===== src/rtl/mem_access_unit.sv =====
// Purpose: FSM-driven memory access unit with lane steering, load extension, alignment check, MOC timeout.
// Latency: req edge to done = 3 cycles minimum (CHECK, ACCESS, DONE) plus 1 per MOC wait cycle.
// Backpressure: req is ignored while busy; the memory stalls the unit by holding mem_moc low, up to TIMEOUT cycles.
// Option: MAU_BIG_ENDIAN_EN selects big-endian lane mapping (byte offset 0 = MSBs); default is little-endian.
module mem_access_unit #(
  parameter int DATA_W  = 32,
  parameter int ADDR_W  = 32,
  parameter int TIMEOUT = 15
) (
  input  logic                clk,
  input  logic                reset,
  input  logic                req,
  input  logic                rw,
  input  logic [1:0]          size,
  input  logic                unsign,
  input  logic [ADDR_W-1:0]   addr,
  input  logic [DATA_W-1:0]   wdata,
  output logic                busy,
  output logic                done,
  output logic                err,
  output logic [DATA_W-1:0]   rdata,
  output logic                mem_en,
  output logic                mem_rw,
  output logic [ADDR_W-1:0]   mem_addr,
  output logic [DATA_W-1:0]   mem_wdata,
  output logic [DATA_W/8-1:0] mem_be,
  input  logic [DATA_W-1:0]   mem_rdata,
  input  logic                mem_moc
);

  localparam int NB   = DATA_W / 8;
  localparam int OFFW = $clog2(NB);
  localparam int SHW  = OFFW + 3;
  localparam logic [SHW-1:0] BYTE_TOP = SHW'(DATA_W - 8);
  localparam logic [SHW-1:0] HALF_TOP = SHW'(DATA_W - 16);
  localparam logic [7:0]     CNT_LAST = 8'(TIMEOUT - 1);

`ifdef MAU_BIG_ENDIAN_EN
  localparam bit BIG_END = 1'b1;
`else
  localparam bit BIG_END = 1'b0;
`endif

  typedef enum logic [2:0] {IDLE, CHECK, ACCESS, DONE, ERR} state_t;

  state_t            state;
  logic [OFFW-1:0]   marOff;     // byte offset part of the MAR
  logic [1:0]        sizeQ;
  logic              unsignQ;
  logic [DATA_W-1:0] wdataQ;
  logic [7:0]        waitCnt;

  logic [SHW-1:0]    offBits;
  logic [SHW-1:0]    shiftBits;
  logic [NB-1:0]     beBase;
  logic [DATA_W-1:0] wdataSized;
  logic              misaligned;
  logic [NB-1:0]     beNext;
  logic [DATA_W-1:0] wdataNext;
  logic [DATA_W-1:0] loadField;
  logic [DATA_W-1:0] loadExt;

  // Lane steering, alignment check and load extension from the latched request
  always_comb begin
    offBits    = {marOff, 3'b000};
    shiftBits  = '0;
    beBase     = '1;
    wdataSized = wdataQ;
    case (sizeQ)
      2'b00: begin
        shiftBits  = BIG_END ? (BYTE_TOP - offBits) : offBits;
        beBase     = NB'(1);
        wdataSized = DATA_W'(wdataQ[7:0]);
      end
      2'b01: begin
        shiftBits  = BIG_END ? (HALF_TOP - offBits) : offBits;
        beBase     = NB'(3);
        wdataSized = DATA_W'(wdataQ[15:0]);
      end
      default: begin
        shiftBits  = '0;
        beBase     = '1;
        wdataSized = wdataQ;
      end
    endcase
    misaligned = (sizeQ == 2'b11) ||
                 ((sizeQ == 2'b01) && marOff[0]) ||
                 ((sizeQ == 2'b10) && (marOff != '0));
    beNext     = beBase << shiftBits[SHW-1:3];
    wdataNext  = wdataSized << shiftBits;
    loadField  = mem_rdata >> shiftBits;
    case (sizeQ)
      2'b00:   loadExt = {{(DATA_W-8){~unsignQ & loadField[7]}}, loadField[7:0]};
      2'b01:   loadExt = {{(DATA_W-16){~unsignQ & loadField[15]}}, loadField[15:0]};
      default: loadExt = loadField;
    endcase
  end

  // Control FSM; every output is registered and set on the transition into its state
  always_ff @(posedge clk or negedge reset) begin
    if (!reset) begin
      state     <= IDLE;
      marOff    <= '0;
      sizeQ     <= '0;
      unsignQ   <= 1'b0;
      wdataQ    <= '0;
      waitCnt   <= '0;
      busy      <= 1'b0;
      done      <= 1'b0;
      err       <= 1'b0;
      rdata     <= '0;
      mem_en    <= 1'b0;
      mem_rw    <= 1'b0;
      mem_addr  <= '0;
      mem_wdata <= '0;
      mem_be    <= '0;
    end else begin
      done <= 1'b0;
      err  <= 1'b0;
      case (state)
        IDLE: begin
          if (req) begin
            marOff   <= addr[OFFW-1:0];
            sizeQ    <= size;
            unsignQ  <= unsign;
            wdataQ   <= wdata;
            mem_rw   <= rw;
            mem_addr <= {addr[ADDR_W-1:OFFW], {OFFW{1'b0}}};
            busy     <= 1'b1;
            state    <= CHECK;
          end
        end
        CHECK: begin
          if (misaligned) begin
            err   <= 1'b1;
            state <= ERR;
          end else begin
            mem_be    <= beNext;
            mem_wdata <= wdataNext;
            waitCnt   <= '0;
            mem_en    <= 1'b1;
            state     <= ACCESS;
          end
        end
        ACCESS: begin
          if (mem_moc) begin
            if (mem_rw) rdata <= loadExt;
            mem_en <= 1'b0;
            done   <= 1'b1;
            state  <= DONE;
          end else if (waitCnt == CNT_LAST) begin
            mem_en <= 1'b0;
            err    <= 1'b1;
            state  <= ERR;
          end else begin
            waitCnt <= waitCnt + 8'd1;
          end
        end
        DONE, ERR: begin
          busy  <= 1'b0;
          state <= IDLE;
        end
        default: begin
          busy   <= 1'b0;
          mem_en <= 1'b0;
          state  <= IDLE;
        end
      endcase
    end
  end

endmodule


===== config.mk =====
export PLATFORM = sky130hd
export DESIGN_NAME = mem_access_unit
export DESIGN_NICKNAME = d
export VERILOG_FILES = /design/src/rtl/mem_access_unit.sv
export SDC_FILE = /design/constraint.sdc
export NUM_CORES = 1
export LEC_CHECK = 0
export ABC_CLOCK_PERIOD_IN_PS = 2380
export CAP_MARGIN = 15
export CORE_ASPECT_RATIO = 2
export CORE_MARGIN = 5
export CORE_UTILIZATION = 44
export CTS_BUF_LIST = sky130_fd_sc_hd__clkbuf_2
export DETAILED_ROUTE_END_ITERATION = 7
export GPL_ROUTABILITY_DRIVEN = 0
export GPL_TIMING_DRIVEN = 0
export MAX_ROUTING_LAYER = met4
export PLACE_DENSITY_LB_ADDON = 0.05
export SLEW_MARGIN = 20
export SYNTH_ARGS = -nofsm -noshare
export SYNTH_HDL_FRONTEND = slang
export SYNTH_SLANG_ARGS = --single-unit

===== constraint.sdc =====
create_clock -name clk -period 2.38 [get_ports clk]
set_clock_uncertainty 0.1 [all_clocks]
set_input_delay 0.357 -clock clk [delete_from_list [all_inputs] [get_ports clk]]
set_output_delay 0.357 -clock clk [all_outputs]
set_load 0.05 [all_outputs]

==> results of run 1 <==
## metal layers
metal	wire length (µm)	global-route usage, %	share of wire, %	up-vias
met5	0	-	0	-
met4	429	7.57	2.2	0
met3	1170	5.15	5.9	24
met2	9710	35.1	49	181
met1	8500	28.9	43	2657
li1	-	-	-	2740
## worst max-delay path, stage by stage (launching register included)
cell and delay, ns:
sky130_fd_sc_hd__dfrtp_1 0.53, sky130_fd_sc_hd__nand2b_1 0.26, sky130_fd_sc_hd__nor3_4 0.33, sky130_fd_sc_hd__clkbuf_4 0.31, sky130_fd_sc_hd__buf_2 0.29, sky130_fd_sc_hd__mux2_2 0.36
## cell type report
cell class	count	area, µm²	area share, %
plain buffers	47	231	2.44
clock inverters	14	196	2.07
well taps	201	251	2.65
flip-flops and latches	151	3780	39.9
diodes	1	2.50	0.0264
clock buffers	18	90.1	0.951
inverters	2	7.51	0.0792
repair buffers	211	2010	21.2
multi-input cells	446	2900	30.7
## cell usage after synthesis, drive strengths merged (3+ instances only)
cell type  number
a311oi          7
clkbuf         18
a211oi          8
nor2           50
a21boi          8
xor2            4
buf            30
nand3b         15
and3            3
and2           16
nor2b           9
nand2          72
a221oi          5
a21o            9
nand4           3
a31oi           8
mux2           67
dfrtp         151
o21ai          57
nand2b          6
nand3           8
a21oi          56
nor3b           5
## stage by stage
| stage | setup slack, ns | area (µm²) | total power [µW] | TNS [ns] |
|---|---|---|---|---|
| final | 0.0869 | 9470 | 14400 | 0 |
| after global routing | -0.00374 | 9470 | 15400 | -0.00374 |
| after CTS | 0.0124 | 9470 | 14600 | 0 |
| after detailed placement | -0.335 | 9260 | 13500 | -3.21 |
| after global placement | -5.33 | 9230 | 13300 | -804.72 |
| after floorplan | 0.494 | 6920 | 10400 | 0 |
## worst max-delay path by stage
stage	startpoint	endpoint	cells after the start
global route	state[1]$_DFFE_PN0P_	wdataQ[28]$_DFFE_PN0P_	5
CTS	state[1]$_DFFE_PN0P_	wdataQ[28]$_DFFE_PN0P_	5
finish	state[1]$_DFFE_PN0P_	wdataQ[28]$_DFFE_PN0P_	5
floorplan	waitCnt[0]$_DFFE_PN0P_	mem_en$_DFFE_PN0P_	6
detailed placement	req	wdataQ[25]$_DFFE_PN0P_	6
global placement	reset	rdata[29]$_DFFE_PN0P_	1
## cell families after synthesis
group	synth area share (%)
buf+inv	3.48
other cells	0.0542
simple gates	14.4
flops	54.7
fa+ha+maj	0.362
xor+xnor	0.633
mux	11.1
compound gates	15.4
## registers in the layout (all words and copies together), names as in the netlist
register   cells
busy           1
done           1
err            1
marOff         2
mem_addr      30
mem_be         4
mem_en         1
mem_rw         1
mem_wdata     32
rdata         32
sizeQ          2
state          3
unsignQ        1
waitCnt        8
wdataQ        32
## placed cells by master (no fill, tap or decap), types with 5 or more instances in the layout
cell type,instances
sky130_fd_sc_hd__o21ai_0,57
sky130_fd_sc_hd__and2_1,16
sky130_fd_sc_hd__a21boi_0,8
sky130_fd_sc_hd__nand2_1,72
sky130_fd_sc_hd__a31oi_1,8
sky130_fd_sc_hd__nor2_1,50
sky130_fd_sc_hd__nor3b_1,5
sky130_fd_sc_hd__nand2b_1,6
sky130_fd_sc_hd__a21o_1,9
sky130_fd_sc_hd__clkdlybuf4s50_1,102
sky130_fd_sc_hd__nand3_1,8
sky130_fd_sc_hd__mux2_2,67
sky130_fd_sc_hd__a211oi_1,8
sky130_fd_sc_hd__a21oi_1,54
sky130_fd_sc_hd__nor2b_1,9
sky130_fd_sc_hd__dfrtp_1,151
sky130_fd_sc_hd__a311oi_1,7
sky130_fd_sc_hd__dlygate4sd2_1,103
sky130_fd_sc_hd__clkbuf_1,17
sky130_fd_sc_hd__nand3b_1,15
sky130_fd_sc_hd__clkbuf_2,18
sky130_fd_sc_hd__buf_4,5
sky130_fd_sc_hd__buf_2,21
## where the power goes
| part | internal [µW] | switching, µW |
|---|---|---|
| registers | 3740 | 731 |
| clock network | 704 | 969 |
| logic | 2660 | 5630 |
| total | 7110 | 7330 |
## timing repair
item	CTS	global route
hold buffers	3	1
hold endpoints to repair	151	5
setup buffers	0	0
endpoints found under the setup margin	111	10
gates resized for setup	104	1
==> parameters.txt, run 1 <==
Parameter                              Value

Status
  Result of the run ... finished, final reports clean

Synthesis
  Yosys warning total ... 0
  Syn avg cell area ... 10.7 µm²
  Sequential-to-total area share from yosys stat ... 54.7%
  EDFF count, synth ... 0
  Area share of the leading cell type in the synthesized netlist ... 54.7%
  Post-Syn Instances ... roughly 650
  Post-synth top area cell ... sky130_fd_sc_hd__dfrtp_1
  Top post-synthesis cells by area ... sky130_fd_sc_hd__dfrtp_1 55%, sky130_fd_sc_hd__mux2_2 11%, sky130_fd_sc_hd__o21ai_0 4.1%
  Fraction of registers with async set/reset ... 100%
  Leading register cell type out of synthesis ... sky130_fd_sc_hd__dfrtp_1
  Register bit total from synthesis ... 151
  Area of the mapped netlist ... 6910 µm²
  Library cells used by synthesis ... between 50 and 60

Drt
  Residual DRC ... 0
  Via Count ... around 5600
  Routed wire per std cell ... roughly 18 µm
  Remaining antenna violation count after routing ... 0
  Detail-routed via count per cell ... 5.13
  Detailed router's first-iteration violation count ... 289
  Final routed wirelength across all metal layers ... 19800 µm
  Count of TritonRoute iterations in the first routing pass ... 5

Timing
  Final setup violation count ... 0
  Fmax ... 436 MHz
  Worst hold-check slack ... 0.121 ns
  Setup repair after global routing missed its margin ... true
  Fraction of the cycle the final worst path needs ... between 90% and 100%
  Final Max Tran Viols ... 0
  Fin crit period ... 2.29 ns
  Hold violation count in the final report ... 0
  Worst rel slew slack ... between 50% and 60%
  Transition time at the pin with the least slew margin ... 0.607 ns

Worst setup path
  Largest fanout on the critical path ... 10
  Reg2Reg Capture Point ... wdataQ[28]$_DFFE_PN0P_
  Setup slack of the most critical reg-to-reg path ... 0.09 ns
  Startpoint of the lowest-slack register-to-register path ... state[1]$_DFFE_PN0P_
  Crit start category ... register
  Critical Path AT ... around 2.8 ns
  Critical path required time ... 2.87 ns
  Depth of the worst register-to-register path ... 5
  Worst Path Class, Setup ... register to register
  Crit path capture type ... register

Flow run
  # Max-Cap Violations ... 0

Pwr
  Static leakage ... 0.00421 µW
  Power density over cell area ... 1520 nW/µm²
  Worst voltage drop across the vdd grid ... 0.973 mV

Placement
  Half-perimeter wire length after placement ... 15000 µm
  Placed insts ... 1055
  Port buffer count ... roughly 200

Floorplanning
  Die outline height ... 187 µm
  Core Rows ... 65
  Top-Level Pins ... between 200 and 250
  Floorplan core area ... roughly 16000 µm²
  Die outline width ... 98.6 µm
  Die area ... 18500 µm²
  Effective utilization at floorplan ... 44.3%

GRT
  Antenna violations before repair ... 1
  GRT Overall Usage ... 22.5%
  Wire length of the first global-routing pass ... 31700 µm
  Overflow left after global routing ... 0
  Pin count of the biggest net entering global routing ... 91
  Vias in the first global route ... 5931

Final layout
  Finished Layout Cells ... around 1100
  Fillcell total ... 1398
  Final Core Density ... 60.7%
  Area growth syn-to-layout ... 37.0%
  Nets@finish ... 982
  Share of post-route cells with drive strength above 1 ... between 10% and 20%

Worst hold path
  Type of the tightest min-delay check ... input port to register
  Sink of the worst hold path ... sizeQ[1]$_DFFE_PN0P_
  Hold depth ... 3
  Hold path startpoint ... size[1]

Clocking
  Depth of the CTS H-tree ... 4
  Buffer cell driving the clock tree root ... sky130_fd_sc_hd__clkbuf_2
  TritonCTS sink count ... 151
  CTS max path bufs ... 2
  Clock tree from TritonCTS ... built
  CTS Buf Count ... 17
  Clock transition time at the flip-flop clock pins of the worst setup and hold paths ... 0.24 ns
  Clk_lat worst skew ... 0.70 ns
Note: power is estimated with default switching activity, not from simulation.
==> inputs of run 2 (changes only) <==
--- a/config.mk
+++ b/config.mk
@@ -7,7 +7,7 @@
 export LEC_CHECK = 0
 export ABC_CLOCK_PERIOD_IN_PS = 2380
 export CAP_MARGIN = 15
-export CORE_ASPECT_RATIO = 2
+export CORE_ASPECT_RATIO = 0.7
 export CORE_MARGIN = 5
 export CORE_UTILIZATION = 44
 export CTS_BUF_LIST = sky130_fd_sc_hd__clkbuf_2
@@ -15,7 +15,7 @@
 export GPL_ROUTABILITY_DRIVEN = 0
 export GPL_TIMING_DRIVEN = 0
 export MAX_ROUTING_LAYER = met4
-export PLACE_DENSITY_LB_ADDON = 0.05
+export PLACE_DENSITY_LB_ADDON = 0.15
 export SLEW_MARGIN = 20
 export SYNTH_ARGS = -nofsm -noshare
 export SYNTH_HDL_FRONTEND = slang
==> run 2 against run 1 <==
Compared with the run above:
- sequential power rose by 2%
- combinational power rose by 1%
- flip-flop and latch count did not move
- final cell count fell by 0.18%
- maximum frequency rose by 0.30%
- critical path depth did not move
- sequential share of layout area rose by 0.24 points
- die area fell by 0.60%
- largest power group unchanged
==> parameters.txt, run 2 (synthesis results as in run 1) <==
Parameter                              Value

Pwr
  Cell-internal power ... 6890 µW
  Clock network power share ... 9.8%
  Static leakage ... 0.00419 µW
  Switch Pwr ... 7500 µW
  Flop pwr share ... 31.8%
  Worst voltage drop across the vdd grid ... 0.696 mV
  Proportion of power drawn by combinational gates ... 58.5%
  Switching power as a share of total power ... 52.1%
  Power density over cell area ... 1530 nW/µm²
  Power Total ... 14400 µW

Placement
  Half-perimeter wire length after placement ... 16500 µm
  Port buffer count ... approximately 210

Clocking
  Clock transition time at the flip-flop clock pins of the worst setup and hold paths ... 0.19 ns
  Clk_lat worst skew ... 0.74 ns
  Depth of the CTS H-tree ... 4
  TritonCTS sink count ... 151
  CTS max path bufs ... 2
  CTS Buf Count ... 17
  Clock tree from TritonCTS ... built
  Buffer cell driving the clock tree root ... sky130_fd_sc_hd__clkbuf_2

GRT
  Wire length of the first global-routing pass ... between 30000 and 40000 µm
  Vias in the first global route ... 5927
  GRT Overall Usage ... 24.4%
  Antenna violations before repair ... 0
  Overflow left after global routing ... 0
  Pin count of the biggest net entering global routing ... 94

Floorplanning
  Top-Level Pins ... between 200 and 250
  Floorplan core area ... 15500 µm²
  Die area ... 18400 µm²
  Effective utilization at floorplan ... 44.7%
  Die outline height ... 115 µm
  Core Rows ... 38
  Die outline width ... roughly 160 µm

Status
  Result of the run ... finished, final reports clean

Timing
  Transition time at the pin with the least slew margin ... 0.607 ns
  Fraction of the cycle the final worst path needs ... between 90% and 100%
  Worst rel slew slack ... between 50% and 60%
  Final Max Tran Viols ... 0
  Fin crit period ... 2.29 ns
  Hold violation count in the final report ... 0
  Setup TNS after final layout ... 0 ns
  Final setup violation count ... 0
  Fmax ... between 400 and 500 MHz
  Setup repair after global routing missed its margin ... true

Drt
  Final routed wirelength across all metal layers ... 21600 µm
  Detailed router's first-iteration violation count ... 531
  Routed wire per std cell ... 19.8 µm
  Via Count ... 6005
  Detail-routed via count per cell ... 5.51
  Count of TritonRoute iterations in the first routing pass ... 7
  Residual DRC ... 0
  Remaining antenna violation count after routing ... 0

Flow run
  # Max-Cap Violations ... 0

Worst setup path
  Worst-path cell with the longest stage delay ... sky130_fd_sc_hd__dfrtp_1
  Crit start category ... register
  Crit path capture type ... register
  Buf/Inv on CP ... 2
  Critical Path AT ... 2.80 ns
  Ordered cell list for the critical path ... nand2b_1, nor3_4, clkbuf_4, buf_2, mux2_2
  Worst Path Class, Setup ... register to register
  Peak per-stage delay on the critical path ... 0.50 ns
  Critical path required time ... about 2.9 ns
  Worst path top cell family by delay ... buffers and inverters
  Largest fanout on the critical path ... 10

Worst hold path
  Type of the tightest min-delay check ... input port to register

Final layout
  Nets@finish ... 982
  Area growth syn-to-layout ... 36.2%
  Diode count ... 0
  Most used cells in the layout excluding fill and tap cells ... 151 x sky130_fd_sc_hd__dfrtp_1, 102 x sky130_fd_sc_hd__clkdlybuf4s50_1, 102 x sky130_fd_sc_hd__dlygate4sd2_1
  Fillcell total ... between 1000 and 1500
  Share of post-route cells with drive strength above 1 ... 15.4%
  Final Core Density ... 60.9%
  Commonest non-fill, non-tap cell in the layout ... sky130_fd_sc_hd__dfrtp_1
  Top Registers ... mem_wdata: 32 flops, rdata: 32 flops, wdataQ: 32 flops
[run 2: cell count changes in the layout (fill, tap and decap cells not counted)]
cell                             change
sky130_fd_sc_hd__clkinv_2            +3
sky130_fd_sc_hd__clkinv_4            -2
sky130_fd_sc_hd__bufinv_16           -2
sky130_fd_sc_hd__dlygate4sd2_1       -1
sky130_fd_sc_hd__clkinv_1            +2
sky130_fd_sc_hd__dlymetal6s2s_1      +1
sky130_fd_sc_hd__buf_16              +1
sky130_fd_sc_hd__diode_2             -1
sky130_fd_sc_hd__buf_2               -1
sky130_fd_sc_hd__clkbuf_1            +1
sky130_fd_sc_hd__inv_6               -1
sky130_fd_sc_hd__buf_12              -1
[run 2: area by class of cell]
| class | instances | area, µm² | area share [%] |
|---|---|---|---|
| clock inverter | 14 | 133 | 1.41 |
| tap | 200 | 250 | 2.66 |
| clock buffer | 18 | 90.1 | 0.957 |
| sequential | 151 | 3780 | 40.1 |
| timing repair buffer | 210 | 2020 | 21.4 |
| multi-input combinational | 446 | 2900 | 30.8 |
| buffer | 48 | 235 | 2.50 |
| inverter | 2 | 7.51 | 0.0797 |
[run 2: worst paths after layout]
path	start	endpoint	slack, ns	cells past startpoint
setup / recovery	state[1]$_DFFE_PN0P_	marOff[0]$_DFFE_PN0P_	0.09	5
hold / removal	size[1]	sizeQ[1]$_DFFE_PN0P_	0.1	3
setup reg to reg	state[1]$_DFFE_PN0P_	marOff[0]$_DFFE_PN0P_	0.09	5
hold reg to reg	rdata[3]$_DFFE_PN0P_	rdata[3]$_DFFE_PN0P_	0.40	1
max in group asynchronous	reset	sizeQ[0]$_DFFE_PN0P_	1.03	4
min in group asynchronous	reset	mem_wdata[23]$_DFFE_PN0P_	0.44	3
[run 2: routing by layer]
metal  wire (µm)  up-vias  global-route usage, %
li1            -     2738                      -
met1       10100     2997                   34.9
met4         278        0                   5.79
met3        1540       21                   4.66
met5           0        -                      -
met2        9710      249                   36.3
[run 2: power by group through the flow]
stage | Combinational, µW | Clock (µW) | Sequential [µW]
floorplan | 3160 | 0 | 7270
global placement | 8750 | 0 | 4590
detailed placement | 8930 | 0 | 4650
CTS | 8410 | 1430 | 4560
global route | 8940 | 1540 | 4720
finish | 8410 | 1400 | 4570
[run 2: what timing repair did]
action | 4_1_cts | 5_1_grt
hold buffers | 3 | 0
setup buffers | 0 | 0
resized for setup | 103 | 2
endpoints found under the setup margin | 110 | 9
hold endpoints to repair | 151 | 0
[run 2: stage by stage]
stage          hold WS [ns]  std cells  area (µm²)  setup slack [ns]
2_1_floorplan       -0.0386        647        6920             0.494
3_3_place_gp          0.360       1053        9230             -5.06
3_5_place_dp          0.216       1054        9260            -0.387
4_1_cts              0.0484       1089        9410           0.00301
5_1_grt              0.0472       1089        9420          -0.00329
6_report             0.0950       1089        9420            0.0939
[run 2: worst min-delay path, delay by kind of cell]
family,cells,cell delay (ns)
AO/OA/AOI/OAI,1,0.06
buffers and inverters,1,0.40
AND/OR/NAND/NOR,1,0.05
==> edit: new RTL, flow settings as in run 1 <==
Register the output `rdata` once more, cleared by the reset; this adds one clock of latency there. The other outputs are not delayed to match.
--- a/src/rtl/mem_access_unit.sv
+++ b/src/rtl/mem_access_unit.sv
@@ -43,4 +43,6 @@
 
   typedef enum logic [2:0] {IDLE, CHECK, ACCESS, DONE, ERR} state_t;
+
+  logic [DATA_W-1:0] rdata_s0;
 
   state_t            state;
@@ -109,5 +111,5 @@
       done      <= 1'b0;
       err       <= 1'b0;
-      rdata     <= '0;
+      rdata_s0  <= '0;
       mem_en    <= 1'b0;
       mem_rw    <= 1'b0;
@@ -145,5 +147,5 @@
         ACCESS: begin
           if (mem_moc) begin
-            if (mem_rw) rdata <= loadExt;
+            if (mem_rw) rdata_s0 <= loadExt;
             mem_en <= 1'b0;
             done   <= 1'b1;
@@ -170,4 +172,12 @@
   end
 
+  always_ff @(posedge clk or negedge reset) begin
+    if (!reset) begin
+      rdata <= '0;
+    end else begin
+      rdata <= rdata_s0;
+    end
+  end
+
 endmodule
 
Behaviour: not the same (Yosys sat finds a counterexample within 4 cycles, from zero or initial values and one cycle with reset low).
==> edit against run 1 <==
Non-clock buffer count up 7. Critical path depth up 2. Synthesized area up 10%. Global-route usage up 1.7 points. Worst setup slack better by 0.011 ns. Sequential power up 19%. Fmax up 0.50%. Die area up 9.3%. Power up 6.6%. Routed wire length up 18%. Core utilization down 0.79 points. Sequential cell count up 32. Cell area up 8.6%. Highest routed layer unchanged.
==> edit: results <==
group,metric,value,unit
clock_network,post_cts_resized,117,
synthesis,synthAdderAreaFrac,0.329,%
final_layout,num-nonclk-buffers,265,
hold_path,hold_path_class,"in -> async",
global_route,grt_pass1_wl,35.4,mm
routing,vias_per_cell,5.43,
placed_design,dp_slack,-0.772,ns
critical_path,arrival,2.83,ns
routing,routed_wl,23.4,mm
power_and_ir_drop,max-vdd-ir-drop,0.718,mV
synthesis,muxShareOfSynthArea,10.2,%
synthesis,netlist_top_cells_area,"dfrtp_1 (60%), mux2_2 (10%), nand2_1 (3.8%)",
routing,dr_wl_met2,12.6,mm
run_status,status,"complete, no violations",
global_route,met1_usage,23.8,%
global_route,use_met3,5.91,%
placed_design,hpwl,17.8,mm
critical_path,ff2ff_path_depth,7,
final_layout,multi_input_cells,441,
final_layout,seq_share,44.5,%
global_route,grt_pass1_vias,6655,
clock_network,postCtsSetupBuffers,2,
global_route,use_met2,41.3,%
final_layout,num-fill-cells,1559,
power_and_ir_drop,p_leak,0.00461,µW
critical_path,slowest_delay,0.41,ns
[edit: cell types whose count changed in the layout (fill, tap and decap cells not counted), sizes merged, moves of 7 or more]
cell,change
nand3b,+7
clkbuf,+22
a31oi,-8
buf,-19
and2,-8
nor2,-7
a22oi,+8
nand3,+7
a21boi,-8
dfrtp,+32
[edit: where the power goes]
group	internal, µW	switching [µW]
registers	4520	797
clock network	598	1100
logic	2660	5720
total	7780	7620
[edit: cells by family after synthesis]
logic type,after synthesis
and+or+nand+nor,203
DFF,183
AOI/OAI and AO/OA,160
muxes,69
buffers and inverters,56
xor gates and xnor gates,5
adders and majority gates,2
other,1
[edit: per-stage QoR]
stage,utilization [%],setup TNS [ns],cells
6_report,59.9,0,1135
5_1_grt,59.9,0,1135
4_1_cts,59.2,0,1130
3_5_place_dp,58.0,-44.16,1097
3_3_place_gp,57.8,-1201.83,1096
2_1_floorplan,-,0,680
